## config.mk

```make
export PLATFORM = sky130hd
export DESIGN_NAME = cdma_despreader
export DESIGN_NICKNAME = d
export VERILOG_FILES = /design/src/rtl/cdma_despreader.sv
export SDC_FILE = /design/constraint.sdc
export NUM_CORES = 1
export LEC_CHECK = 0
export CELL_PAD_IN_SITES_DETAIL_PLACEMENT = 0
export CELL_PAD_IN_SITES_GLOBAL_PLACEMENT = 2
export CORE_UTILIZATION = 33
export CTS_BUF_LIST = sky130_fd_sc_hd__clkbuf_4
export DETAILED_ROUTE_END_ITERATION = 6
export PLACE_DENSITY_LB_ADDON = 0.1
export SYNTH_ARGS = -nofsm -noshare
export SYNTH_HDL_FRONTEND = slang
export SYNTH_SLANG_ARGS = --single-unit
```

## constraint.sdc

```tcl
create_clock -name clk -period 2.14 [get_ports clk]
set_clock_uncertainty 0.15 [all_clocks]
set_input_delay 0.428 -clock clk [delete_from_list [all_inputs] [get_ports clk]]
set_output_delay 0.428 -clock clk [all_outputs]
set_load 0.03 [all_outputs]
```

## src/rtl/cdma_despreader.sv

```systemverilog
// Purpose: despreads a serial CDMA chip stream against a locally regenerated PN
//          sequence and recovers one data bit per CHIPS_PER_BIT chips.
// Latency: bit_out/corr/bit_valid are registered one cycle after the edge that
//          accepts the last chip of a bit.
// Backpressure: none. A chip is taken whenever chip_valid is high, and chip gaps
//          may be any length.
// Build option: define CDMA_RX_LOCK_EN to include the lock detector. Without it,
//          locked is tied low.

module cdma_despreader #(
   parameter int                LFSR_W        = 5,
   parameter logic [LFSR_W-1:0] TAPS          = 5'b10100,
   parameter int                CHIPS_PER_BIT = 31,
   parameter int                LOCK_THR      = 24,
   parameter int                LOCK_BITS     = 3,
   localparam int               CW            = $clog2(CHIPS_PER_BIT + 1) + 1
) (
   input  logic                 clk,
   input  logic                 rst_n,       // active-high synchronous reset
   input  logic [LFSR_W-1:0]    seed,
   input  logic                 load,
   input  logic                 chip_in,
   input  logic                 chip_valid,
   output logic                 bit_out,
   output logic                 bit_valid,
   output logic signed [CW-1:0] corr,
   output logic                 locked
);

   localparam int                     CNT_W     = $clog2(CHIPS_PER_BIT);
   localparam logic [CNT_W-1:0]       LAST_CHIP = CNT_W'(CHIPS_PER_BIT - 1);
   localparam logic signed [CW-1:0]   ONE       = CW'(1);

   // Elaboration-time sanity checks on the configuration.
   if (CHIPS_PER_BIT < 2 || CHIPS_PER_BIT > 255) begin : g_bad_cpb
      $error("cdma_despreader: CHIPS_PER_BIT must be within 2..255");
   end
   if (LOCK_BITS < 1 || LOCK_THR < 1 || LOCK_THR > CHIPS_PER_BIT) begin : g_bad_lock
      $error("cdma_despreader: LOCK_BITS >= 1 and 1 <= LOCK_THR <= CHIPS_PER_BIT required");
   end

   logic [LFSR_W-1:0]     pn_state;
   logic [LFSR_W-1:0]     pn_next;
   logic [LFSR_W-1:0]     seed_guarded;
   logic                  pn_chip;
   logic                  chip_match;
   logic signed [CW-1:0]  acc;
   logic signed [CW-1:0]  acc_next;
   logic                  acc_pos;
   logic [CNT_W-1:0]      chip_cnt;
   logic                  last_chip;
   logic                  take_chip;
   logic                  decide;

   // PN step, seed lockup guard, per-chip correlation step and bit-boundary detect.
   always_comb begin
      pn_next      = {pn_state[LFSR_W-2:0], ^(pn_state & TAPS)};
      seed_guarded = (seed == '0) ? '1 : seed;
      pn_chip      = pn_state[LFSR_W-1];
      // A received chip that differs from the PN chip carries data 1.
      chip_match   = chip_in ^ pn_chip;
      acc_next     = chip_match ? (acc + ONE) : (acc - ONE);
      // A strictly positive sum decides 1. A zero tie decides 0.
      acc_pos      = !acc_next[CW-1] && (acc_next != '0);
      last_chip    = (chip_cnt == LAST_CHIP);
      // load takes priority: a chip presented together with load is discarded.
      take_chip    = chip_valid && !load;
      decide       = take_chip && last_chip;
   end

   // PN generator. It reloads on load and otherwise steps once per accepted chip.
   // It is never reseeded at bit boundaries.
   always_ff @(posedge clk) begin
      if (rst_n) begin
         pn_state <= '1;
      end else if (load) begin
         pn_state <= seed_guarded;
      end else if (take_chip) begin
         pn_state <= pn_next;
      end
   end

   // Correlation accumulator and chip-in-bit counter. Both clear at each bit boundary.
   always_ff @(posedge clk) begin
      if (rst_n) begin
         acc      <= '0;
         chip_cnt <= '0;
      end else if (load) begin
         acc      <= '0;
         chip_cnt <= '0;
      end else if (take_chip) begin
         if (last_chip) begin
            acc      <= '0;
            chip_cnt <= '0;
         end else begin
            acc      <= acc_next;
            chip_cnt <= chip_cnt + CNT_W'(1);
         end
      end
   end

   // Decision registers. bit_out and corr hold their values between decisions.
   always_ff @(posedge clk) begin
      if (rst_n) begin
         bit_out   <= 1'b0;
         bit_valid <= 1'b0;
         corr      <= '0;
      end else begin
         bit_valid <= decide;
         if (decide) begin
            bit_out <= acc_pos;
            corr    <= acc_next;
         end
      end
   end

`ifdef CDMA_RX_LOCK_EN
   localparam int LKW = $clog2(LOCK_BITS + 1);

   logic [CW-1:0]  acc_mag;
   logic           good_bit;
   logic [LKW-1:0] good_cnt;
   logic [LKW-1:0] good_cnt_next;

   // Magnitude of the final sum, and the saturating count of consecutive good bits.
   always_comb begin
      acc_mag       = acc_next[CW-1] ? CW'(-acc_next) : CW'(acc_next);
      good_bit      = ({1'b0, acc_mag} >= (CW+1)'(LOCK_THR));
      good_cnt_next = '0;
      if (good_bit) begin
         good_cnt_next = (good_cnt == LKW'(LOCK_BITS)) ? good_cnt : good_cnt + LKW'(1);
      end
   end

   // Lock state updates only at a decision, on the same edge that raises bit_valid.
   always_ff @(posedge clk) begin
      if (rst_n || load) begin
         good_cnt <= '0;
         locked   <= 1'b0;
      end else if (decide) begin
         good_cnt <= good_cnt_next;
         locked   <= (good_cnt_next == LKW'(LOCK_BITS));
      end
   end
`else
   // The lock detector is not built. The port is kept so the interface stays fixed.
   assign locked = 1'b0;
`endif

endmodule

```

==> metrics <==
outcome=finished, final reports clean; initial antenna violation count=0; core box area=3440 sq um; Die ar.=about 4000 sq um; CTS Buf Count=3; asr flop ratio synth=0%; largest net degree at the start of global routing=15; # diodes=0; share of the synthesized area in the top cell type=about 40%; setup ws final=0.126 ns; # setup viols final=0; LEAKAGE=0.000598 uW; Layout Nets=approximately 180; Final ANT Viol Nets=0; final RePlAce weighted congestion=0.852; Clock Tree Root=clkbuf_4; Post-CTS Hold Buffers=0; Worst IR Drop VDD=roughly 0.18 mV; Post-synth EDFFs=0; drt initial violations=49; final WL=2.65 mm; Synth Area per Inst=8.74 sq um; Yosys cell types=40; Overflow after GRT=0; Critical Path Source Type=flip-flop; Critical-path top delay cell=dfxtp_1; Peak Freq=496 MHz; layout cell share with drive strength beyond 1=16.0%; Total GRT Usage=14.8%; DP HPWL=2.08 mm; most frequent cell after synthesis=dfxtp_1; Net Count, Synth=between 150 and 200; Cell Chain, Critical Path=xor2_2, xnor2_1, ha_2, mux2i_1, xor2_1, a32o_1; Critical Path AT=2.13 ns; Worst-path clk slew=approximately 0.13 ns; YS warnings=0; min cycle time layout=2.01 ns; setup slack, reg-to-reg=roughly 0.13 ns; CTS Buffer Depth=2; vias post-DR=1,052; Place WS=-0.442 ns; Worst EP required=2.25 ns; port buffer count=17; Slowest Stage Delay on Critical Path=between 0.4 and 0.5 ns; Slew Viols, Final=0; top cells by area, synth=dfxtp_1 (39%), nor2_1 (6.7%), nand2_1 (4.0%); Max FO, Critical Path=4; Fin. Hold Viols=0; Die X=62.9 um; Post-Synthesis Cells=140; drt pass-1 iters=4; worst hold-check path type=flip-flop to flip-flop; die height=62.9 um; Initial Util=between 30 and 40%; number of global-route vias before repair=1,014; Wirelength per Cell=12.3 um; Top FF cell, synth=dfxtp_1; first-pass GRT wire length=4.63 mm; Hold Path Sink=corr[3]; sequential share of the synthesized area=39.3%; vias per cell=around 4.9; # H-tree levels=1; clk sinks=24; Post-synth top cells=dfxtp_1 (24), nor2_1 (22), nand2_1 (13); CP Class=flip-flop to flip-flop; Hold Path Depth=2; CTS tree=done; Rows=21; CP Capture Type=flip-flop; Synth-to-Final Area Change=28.2%; fin crit share=94.1%; maxcap violations=0; leading area contributor after synthesis=dfxtp_1; Fillers=approximately 330; reg-to-reg endpoint=acc[4]; RSZ-0062 raised after global routing=no; Final Util=between 40% and 50%; Post-Syn Area=roughly 1200 sq um; PwrDens=525 nW/um^2; worst hold start=corr[3]; R2R depth=6; Critical Path Source=pn_state[4]; FF+latch count, synth=24; RR Startpoint=pn_state[4]; Ports=19; Residual DRC=0; clk_lat worst skew=0.31 ns
-- kinds of logic (layout without fill, tap and decap cells) --
group	Yosys count	count (layout)	synth area share, %
muxes	8	8	6.95
other	1	1	0.306
and+or+nand+nor	59	59	23.9
buffers and inverters	10	39	3.37
xor gates and xnor gates	10	10	7.77
DFF	24	24	39.3
adders and majority gates	3	3	3.07
AOI/OAI and AO/OA	25	25	15.3
-- area by class of cell --
| class | instances | area [sq um] | share of cell area, % |
|---|---|---|---|
| clock buffers | 3 | 22.5 | 1.44 |
| inverters | 2 | 7.51 | 0.478 |
| multi-input cells | 106 | 704 | 44.9 |
| flip-flops and latches | 24 | 480 | 30.6 |
| well taps | 46 | 57.6 | 3.67 |
| repair buffers | 34 | 297 | 18.9 |
-- per-layer routing --
metal	track usage, %	share of wire, %	up-vias
met1	19.0	48	483
met5	0	0	-
met4	5.23	1.4	0
met2	24.7	48	16
met3	2.55	2.9	4
li1	-	-	549
-- critical path: cells and delay by family (launching register included) --
kind | cells | cell delay, ns
adder cells (fa/ha/maj) | 1 | 0.23
flip-flops | 1 | 0.44
multiplexers | 1 | 0.22
XOR/XNOR | 3 | 0.70
AO/OA/AOI/OAI | 1 | 0.22
-- sequential cells by signal, summed over array words and instances (netlist names) --
register / cells
corr: 6
chip_cnt: 5
pn_state: 5
bit_out: 1
bit_valid: 1
acc: 6
-- through the flow --
step / power [uW] / cell area, sq um / setup TNS [ns] / hold slack (ns) / std cells
5_1_grt: 877 / 1570 / 0 / 0.350 / 215
6_report: 824 / 1570 / 0 / 0.316 / 215
3_5_place_dp: 632 / 1520 / -2.77 / 0.301 / 209
2_1_floorplan: 574 / 1220 / 0 / 0.325 / 140
4_1_cts: 834 / 1570 / 0 / 0.319 / 215
3_3_place_gp: 632 / 1520 / -2.64 / 0.296 / 209
-- layout by cell type (no fill, tap or decap), drive strengths merged --
master / netlist / routed
dfxtp: 24 / 24
clkbuf: 6 / 3
o21ai: 1 / 1
mux2i: 4 / 4
o21ba: 1 / 1
xor2: 5 / 5
nand3: 2 / 2
o22ai: 3 / 3
buf: 2 / 17
a22oi: 2 / 2
nand2: 13 / 13
nand2b: 4 / 4
conb: 1 / 1
xnor2: 5 / 5
a32o: 2 / 2
nor3: 2 / 2
nor3b: 2 / 2
or2: 3 / 3
and4: 1 / 1
inv: 2 / 2
nand4: 3 / 3
or4: 2 / 2
dlygate4sd2: 0 / 1
a31oi: 2 / 2
o32a: 1 / 1
and3: 2 / 2
clkdlybuf4s50: 0 / 16
nor2: 22 / 22
o32ai: 1 / 1
a21o: 1 / 1
a311oi: 1 / 1
nor2b: 2 / 2
a211oi: 1 / 1
a21oi: 9 / 9
ha: 3 / 3
mux2: 4 / 4
nor4: 1 / 1
-- how the worst max path moves through the flow --
stage,end,slack (ns),cells past startpoint
2_1_floorplan,acc[5],0.15,5
3_3_place_gp,acc[4],-0.39,7
3_5_place_dp,acc[4],-0.44,7
4_1_cts,acc[4],0.13,6
5_1_grt,bit_out,0.03,7
6_report,acc[4],0.13,6
-- power breakdown --
part | total, uW | internal, uW | leakage (uW) | switching, uW
sequential | 466 | 457 | 0.000195 | 9.29
clock | 194 | 65.8 | 0.0000138 | 128
combinational | 164 | 87.1 | 0.000389 | 77.0
total | 824 | 610 | 0.000598 | 215
-- repair_timing --
item | in CTS | in global routing
setup buffers | 3 | 0
gates resized for setup | 2 | 0
setup endpoints to repair | 6 | 0
(Power assumes the default switching activity.)
